`src/rtl/float_pkg.sv`:
```
// Single-precision float layout plus shared types for the FP adder back end.
// fp_normalizer's rounding mode is set by FP_NORM_ROUND_NEAREST_EN (see fp_round_unit).
package float_pkg;

  localparam int unsigned EXPONENT_BITS = 8;
  localparam int unsigned FRACTION_BITS = 23;

  typedef struct packed {
    logic                     sign;
    logic [EXPONENT_BITS-1:0] exponent;
    logic [FRACTION_BITS-1:0] fraction;
  } float;

  // Carry, hidden and fraction bits of an unnormalized sum.
  localparam int unsigned MANT_W = FRACTION_BITS + 2;

  localparam logic [EXPONENT_BITS-1:0] EXP_MAX = '1;

  typedef struct packed {
    logic guard;
    logic round;
    logic sticky;
  } grs_t;

  typedef enum logic [2:0] {
    StIdle,
    StCheck,
    StShift,
    StRound,
    StDone
  } norm_state_t;

endpackage

```
`src/rtl/fp_round_unit.sv`:
```
// Combinational rounding increment for the normalizer.
// FP_NORM_ROUND_NEAREST_EN selects round-to-nearest-even; otherwise truncation.
module fp_round_unit
  import float_pkg::*;
#(
  parameter int unsigned MantW = MANT_W
) (
  input  logic [MantW-1:0] mant_i,
  input  grs_t             grs_i,
  output logic [MantW-1:0] mant_o,
  output logic             carry_o
);

`ifdef FP_NORM_ROUND_NEAREST_EN
  logic inc;
  assign inc    = grs_i.guard & (grs_i.round | grs_i.sticky | mant_i[0]);
  assign mant_o = mant_i + MantW'(inc);
`else
  logic unused_grs;
  assign unused_grs = ^grs_i;
  assign mant_o     = mant_i;
`endif

  // The carry bit is clear on entry, so a set top bit means the increment overflowed.
  assign carry_o = mant_o[MantW-1];

endmodule

```
`src/rtl/fp_normalizer.sv`:
```
// Back end of the FP adder: normalizes a raw sum one left shift per cycle, rounds, packs a float.
// Rounding mode selected by FP_NORM_ROUND_NEAREST_EN inside fp_round_unit.
module fp_normalizer
  import float_pkg::*;
#(
  parameter int unsigned EXP_W  = EXPONENT_BITS,
  parameter int unsigned FRAC_W = FRACTION_BITS
) (
  input  logic              clock,
  input  logic              reset,
  input  logic              in_valid,
  output logic              in_ready,
  input  logic              in_sign,
  input  logic [EXP_W-1:0]  in_exponent,
  input  logic [FRAC_W+1:0] in_mant,
  input  logic [2:0]        in_grs,
  output logic              out_valid,
  input  logic              out_ready,
  output float              out_result,
  output logic              out_overflow,
  output logic              out_underflow
);

  localparam int unsigned MW = FRAC_W + 2;
  localparam logic [EXP_W:0] ExpAllOnes = {1'b0, EXP_MAX};
  localparam logic [EXP_W:0] ExpOne     = (EXP_W + 1)'(1);

  norm_state_t     state_q, state_d;
  logic            sign_q, sign_d;
  logic [EXP_W:0]  exp_q, exp_d;
  logic [MW-1:0]   mant_q, mant_d;
  grs_t            grs_q, grs_d;
  float            result_q, result_d;
  logic            ovf_q, ovf_d;
  logic            unf_q, unf_d;

  logic [MW-1:0]   rnd_mant;
  logic            rnd_carry;
  logic [MW-1:0]   mant_r;
  logic [EXP_W:0]  exp_r;

  fp_round_unit #(
    .MantW (MW)
  ) u_round (
    .mant_i  (mant_q),
    .grs_i   (grs_q),
    .mant_o  (rnd_mant),
    .carry_o (rnd_carry)
  );

  always_comb begin
    state_d  = state_q;
    sign_d   = sign_q;
    exp_d    = exp_q;
    mant_d   = mant_q;
    grs_d    = grs_q;
    result_d = result_q;
    ovf_d    = ovf_q;
    unf_d    = unf_q;
    mant_r   = rnd_carry ? (rnd_mant >> 1) : rnd_mant;
    exp_r    = exp_q + {{EXP_W{1'b0}}, rnd_carry};

    unique case (state_q)
      StIdle: begin
        if (in_valid) begin
          sign_d  = in_sign;
          exp_d   = {1'b0, in_exponent};
          mant_d  = in_mant;
          grs_d   = in_grs;
          ovf_d   = 1'b0;
          unf_d   = 1'b0;
          state_d = StCheck;
        end
      end
      StCheck: begin
        if (mant_q == '0 && grs_q == '0) begin
          result_d = '0;
          state_d  = StDone;
        end else if (mant_q[MW-1]) begin
          mant_d = mant_q >> 1;
          grs_d  = '{guard: mant_q[0], round: grs_q.guard, sticky: grs_q.round | grs_q.sticky};
          exp_d  = exp_q + 1'b1;
          if (exp_d >= ExpAllOnes) begin
            result_d = {sign_q, EXP_MAX, {FRAC_W{1'b0}}};
            ovf_d    = 1'b1;
            state_d  = StDone;
          end else begin
            state_d = StRound;
          end
        end else if (mant_q[FRAC_W]) begin
          state_d = StRound;
        end else begin
          state_d = StShift;
        end
      end
      StShift: begin
        // A shift that would leave the exponent at zero cannot yield a normal number.
        if (exp_q <= ExpOne) begin
          result_d = {sign_q, {(EXP_W + FRAC_W){1'b0}}};
          unf_d    = 1'b1;
          state_d  = StDone;
        end else begin
          mant_d = {mant_q[MW-2:0], grs_q.guard};
          grs_d  = '{guard: grs_q.round, round: grs_q.sticky, sticky: grs_q.sticky};
          exp_d  = exp_q - 1'b1;
          if (mant_q[FRAC_W-1]) begin
            state_d = StRound;
          end
        end
      end
      StRound: begin
        if (exp_r >= ExpAllOnes) begin
          result_d = {sign_q, EXP_MAX, {FRAC_W{1'b0}}};
          ovf_d    = 1'b1;
        end else begin
          result_d = {sign_q, exp_r[EXP_W-1:0], mant_r[FRAC_W-1:0]};
        end
        state_d = StDone;
      end
      StDone: begin
        if (out_ready) begin
          state_d = StIdle;
        end
      end
      default: state_d = StIdle;
    endcase
  end

  always_ff @(posedge clock) begin
    if (reset) begin
      state_q  <= StIdle;
      sign_q   <= 1'b0;
      exp_q    <= '0;
      mant_q   <= '0;
      grs_q    <= '0;
      result_q <= '0;
      ovf_q    <= 1'b0;
      unf_q    <= 1'b0;
    end else begin
      state_q  <= state_d;
      sign_q   <= sign_d;
      exp_q    <= exp_d;
      mant_q   <= mant_d;
      grs_q    <= grs_d;
      result_q <= result_d;
      ovf_q    <= ovf_d;
      unf_q    <= unf_d;
    end
  end

  assign in_ready      = (state_q == StIdle) && !reset;
  assign out_valid     = (state_q == StDone);
  assign out_result    = result_q;
  assign out_overflow  = ovf_q;
  assign out_underflow = unf_q;

endmodule

```
`config.mk`:
```
export PLATFORM = sky130hd
export DESIGN_NAME = fp_normalizer
export DESIGN_NICKNAME = d
export VERILOG_FILES = /design/src/rtl/float_pkg.sv /design/src/rtl/fp_round_unit.sv /design/src/rtl/fp_normalizer.sv
export SDC_FILE = /design/constraint.sdc
export NUM_CORES = 1
export LEC_CHECK = 0
export CAP_MARGIN = 20
export CORE_MARGIN = 5
export CORE_UTILIZATION = 53
export CTS_CLUSTER_DIAMETER = 40
export DETAILED_ROUTE_END_ITERATION = 10
export PLACE_DENSITY = 0.82
export SYNTH_ARGS = -nofsm -noshare
export SYNTH_HDL_FRONTEND = slang
export SYNTH_SLANG_ARGS = --single-unit
export TNS_END_PERCENT = 50
```
`constraint.sdc`:
```
create_clock -name clock -period 2.77 [get_ports clock]
set_input_delay 0.554 -clock clock [delete_from_list [all_inputs] [get_ports clock]]
set_output_delay 0.554 -clock clock [all_outputs]
set_load 0.01 [all_outputs]
```
After elaboration in Yosys (flattened, before gate mapping)
Cells that the tools add are included.
{ "word_totals": {"regBits": 75, "in_bits": 41, "elab_cells": 93} }
{ "op_classes": {"n_addsub": 3, "order_cmp": 3, "n_eq_ne": 15, "mux": 38, "bitwise": 2, "n_reduce_logical": 19} }
{ "op_table": {"columns": ["cell", "n"], "rows": [
  ["two-way mux 32 bit", 4],
  ["case mux 32 bit (3 select lines)", 1],
  ["two-way mux 25 bit", 3],
  ["case mux 25 bit (3 select lines)", 1],
  ["two-way mux 9 bit", 4],
  ["two-way mux 3 bit", 11],
  ["two-way mux 31 bit", 1],
  ["case mux 9 bit (3 select lines)", 1],
  ["logical NOT 25 bit", 1],
  ["two-way mux 24 bit", 1],
  ["greater-or-equal comparator 9 x 8 -> 1 bit (second input constant)", 2],
  ["case mux 3 bit (5 select lines)", 1],
  ["!= test 2 bit (second input constant)", 7],
  ["AND reduction 5 bit", 2],
  ["adder 9 x 1 -> 9 bit", 1],
  ["adder 9 x 1 -> 9 bit (second input constant)", 1],
  ["<= comparator 9 x 1 -> 1 bit (second input constant)", 1],
  ["!= test 3 bit (second input constant)", 3],
  ["case mux 3 bit (3 select lines)", 1],
  ["nonzero test 3 bit", 3],
  ["subtractor 9 x 1 -> 9 bit (second input constant)", 1],
  ["AND reduction 4 bit", 2],
  ["two-way mux 1 bit", 7],
  ["== test 3 x 2 -> 1 bit (second input constant)", 2],
  ["other kinds (14)", 18]
]} }

Longest topological paths before layout
{ "logic_depth": {"word_depth": 6, "ltp_mapped": 10, "mapped_depth_nobuf": 8} }

Cells and area by module
A second synthesis with hierarchy kept.
{ "hier_totals": {"hier_cells": 529, "hier_area_um2": 4435.5} }
{ "by_module_without_submodules": {"columns": ["mod", "instances", "cells_per_inst", "area_per_inst_um2", "seq_area_each_um2"], "rows": [
  ["fp_normalizer", 1, 503, 4240.3, 1501.4],
  ["fp_round_unit", 1, 26, 195.2, 0.0]
]} }

Worst setup path after synthesis
OpenSTA, ideal clock, no wires.
{ "synth_timing": {"path_kind": "reg-to-reg", "from": "reg exp_q[1]", "to": "reg result_q, in the netlist out_result[10]", "setup_time_ns": 0.068, "arrival_time_ns": 2.099, "path_slack_ns": 0.603, "stages_incl_launch_ff": 11, "path_buffers": 2, "synth_period_minus_slack_ns": 2.167, "cell_sequence": "dfxtp_1 buf_2 inv_1 ha_1 o21bai_1 and3_1 a21oi_1 nor2_2 a21oi_4 buf_6 o2bb2ai_2"} }
{ "synth_between": {"elab_chain_cells": 4} }
{ "synth_lines": {"columns": ["element", "line_no", "text"], "rows": [
  ["start, declared", "fp_normalizer.sv:30", "logic [EXP_W:0] exp_q, exp_d;"],
  ["start signal, assigned", "fp_normalizer.sv:142", "exp_q <= exp_d;"],
  ["adder 9 x 1 -> 9 bit (on tied branches)", "fp_normalizer.sv:82, fp_normalizer.sv:61", null],
  ["greater-or-equal comparator 9 x 8 -> 1 bit (on tied branches)", "fp_normalizer.sv:83, fp_normalizer.sv:112", null],
  ["!= test 3 bit (no line) or two-way mux 31 bit (tied branches)", null, null],
  ["AND reduction 4 bit (no line) or case mux 32 bit (3 select lines) (tied branches)", null, null],
  ["end signal, assigned", "fp_normalizer.sv:145", "result_q <= result_d;"],
  ["end, declared", "fp_normalizer.sv:33", "float result_q, result_d;"]
]} }
Several ways; a longest one is shown, not always the timed one.
A chain may end at the register's enable or synchronous reset.

Worst setup path in the final report
{ "layout_timing": {"from": "reg exp_q[1]", "to": "reg result_q, in the netlist out_result[12]"} }
Same word-level chain as after synthesis.

==> impl_results.md <==
- Comb power frac: about 55%
- Syn avg cell area: 8.82 um2
- Synth top area share: a little over a third
- Routed via count: 4106
- Sequential share of the synthesized area: a little over a third
- Hold WS: 0.475 ns
- Vias in the first global route: 3885
- Max-cap viol count: 0
- Post-route ant nets: 0
- Power Density: 1140 nW/um2
- Commonest cells post-synth: dfxtp_1, nor2_1, nand2_1
- Fillers: 634
- Synth area leader: dfxtp_1
- Final Non-Filler Cells: 658
- Initial Utilization: 54.9%
- Share of cells above drive strength 1: 13.8%
- Top-count cell post-synth: dfxtp_1
- Root buffer cell: clkbuf_8
- Die Footprint: 9990 um2
- Unique cell type count in the Yosys netlist: 60
- Static leakage: 0.00189 uW
- WL met2: 5620 um
- Area delta synth->final: 26.4%
- Top Metal Used: met4
- Nets: 598
- Peak VDD IR: 0.000568 V
- H-tree Lvls: 3
- Fin crit period: approximately 2.6 ns
- Hold Crit Class: reg -> reg
- Number of remaining DRC errors: 0
- Worst-Margin Slew: 0.815 ns
- Mapped cell area: around 4300 um2
- Core box area: 7810 um2
- Prevailing post-synth register cell: dfxtp_1
- Syn_nets: about 530
- First-pass detailed-route iteration total: 4
- Metal-1 WL: 5170 um
- Path type of the worst setup path: reg -> reg
- Max FO, Critical Path: 11
- Antenna violations before repair: 0
- Startpoint class of the critical path: register
- Hold Fails Final Rpt: 0
- #FFs+latches synth: 75
- Gate Count Post-Synth: 486
- Clock Skew: 0.0111 ns
- Post-synth ARST share: 0%
- Reg power frac: between 20% and 30%
- Setup TNS: 0 ns
- Hold_buf cts: 0
- Post-synth EDFFs: 0
- Post-Place Cells: 641
- RSZ-0062 raised after global routing: false
- CTS buffer count: 9
- Detailed Place HPWL: ~8000 um
- Max-slew violations: 0
- CTS Buffer Depth: 2
- Switching power: around 2800 uW
- Critical path arrival: 2.87 ns
- Relative slew margins: between 40% and 50%
- Ratio of final minimum period to clock period: 93.2%
- IO Pins: 77
- Status: finished, final reports clean
- Clock network fraction of total power: 15.7%
- Critical path cell sequence: inv_1 -> ha_1 -> a21oi_1 -> a2111oi_4 -> a221o_4 -> a21oi_2 -> o2bb2ai_2
- Leading post-synthesis cells by cell area: dfxtp_1, o2bb2ai_2, nor2_1
- Internal power: 3340 uW
- WL final: 11700 um
- Clk slew on worst S/H paths: 0.08 ns
- Total power draw: 6160 uW
- Global-route wire length before repair: about 19000 um
- Detailed Route Iter0 Violations: 259
- Number of inserted diodes: 0
- Slowest CP cell: a21oi_2
- Clk_lat worst skew: roughly 0.35 ns
- I/O Buffers: 76
- Avg WL per Cell: 17.8 um
- Yosys warns: 0
- Switching Fraction: 45.8%
- GRT Total Usage: a little under a quarter
- Worst path max stage delay: approximately 0.65 ns
- Grt total ovfl: 0
- Sink Count: 75
- Final setup fails: 0
- Critical path required time: 3.06 ns
- Routability cong.: ~0.95
- Cell Rows: 32
- Die W: about 100 um
- Die Span Y: 99.9 um
- CTS tree: done
- Met3 wire length: roughly 620 um
- CP endpoint kind: register
- Vias per cell: 6.24
- FF-to-FF setup slack: 0.19 ns
- Largest net degree at the start of global routing: 56
- Max frequency: 387 MHz
## cell families after synthesis
logic type      Yosys count  share of synthesized area (%)
mux                      26                           6.10
compound gates          153                           30.9
flops                    75                           35.0
fa+ha+maj                 6                           1.75
buf+inv                  49                           5.22
simple gates            166                           18.6
xor+xnor                 11                           2.42
## flip-flops by register name, indices dropped and copies added (netlist names)
| register | flops |
|---|---|
| exp_q | 9 |
| grs_q | 3 |
| mant_q | 25 |
| out_overflow | 1 |
| out_result | 32 |
| out_underflow | 1 |
| sign_q | 1 |
| state_q | 3 |
## timing repair
| item | CTS | global route |
|---|---|---|
| buffers inserted | 0 | 0 |
| endpoints found under the setup margin | 0 | 18 |
| resized for setup | 0 | 2 |
## power groups by stage
stage               clock, uW  sequential, uW  combinational, uW
finish                    969            1810               3380
global route             1020            1860               3660
CTS                       977            1800               3320
detailed placement          0            1820               3300
global placement            0            1800               3210
floorplan                   0            1660               2420
## layout by cell type (no fill, tap or decap), drive strengths merged, types with 10 or more instances in the layout
master         count
a211oi            26
a21oi             25
a221oi            26
a22oi             13
buf               22
clkbuf            10
clkdlybuf4s50     75
dfxtp             75
mux2i             25
nand2             31
nand2b            11
nand3             10
nor2              73
nor4              12
o21ai             13
o2bb2ai           23
## area by class of cell
type / instances / area [um2] / area share (%)
Multi-Input combinational cell: 363 / 2590 / 47.8
Sequential cell: 75 / 1500 / 27.7
Timing Repair Buffer: 97 / 951 / 17.6
Clock buffer: 10 / 138 / 2.54
Tap cell: 102 / 128 / 2.36
Clock inverter: 6 / 87.6 / 1.62
Inverter: 5 / 18.8 / 0.347
## layer usage
layer / GRT usage (%) / vias to the layer above
met5: 0 / -
met1: 30.3 / 1977
li1: - / 1971
met3: 4.24 / 28
met4: 9.56 / 0
met2: 36.7 / 130
## worst max-delay path: cells and delay by family (launching register included)
kind / cells / cell delay (ns)
AOI/OAI and AO/OA: 5 / 1.59
adders and majority gates: 1 / 0.33
buffers and inverters: 1 / 0.13
DFF: 1 / 0.48
## stage by stage
stage	instance area [um2]	util, %	setup slack, ns
after floorplan	4290	-	0.603
after global placement	5180	66.3	0.269
after detailed placement	5180	66.3	0.135
after CTS	5400	69.2	0.0901
after global routing	5420	69.4	0.0520
final	5420	69.4	0.188
## worst paths after layout
path                       start  depth (start not counted)        endpoint
hold reg to reg   out_result[13]                          1  out_result[13]
setup / recovery        exp_q[1]                          7  out_result[12]
hold / removal    out_result[13]                          1  out_result[13]
setup reg to reg        exp_q[1]                          7  out_result[12]
Note: power is estimated with default switching activity, not from simulation.
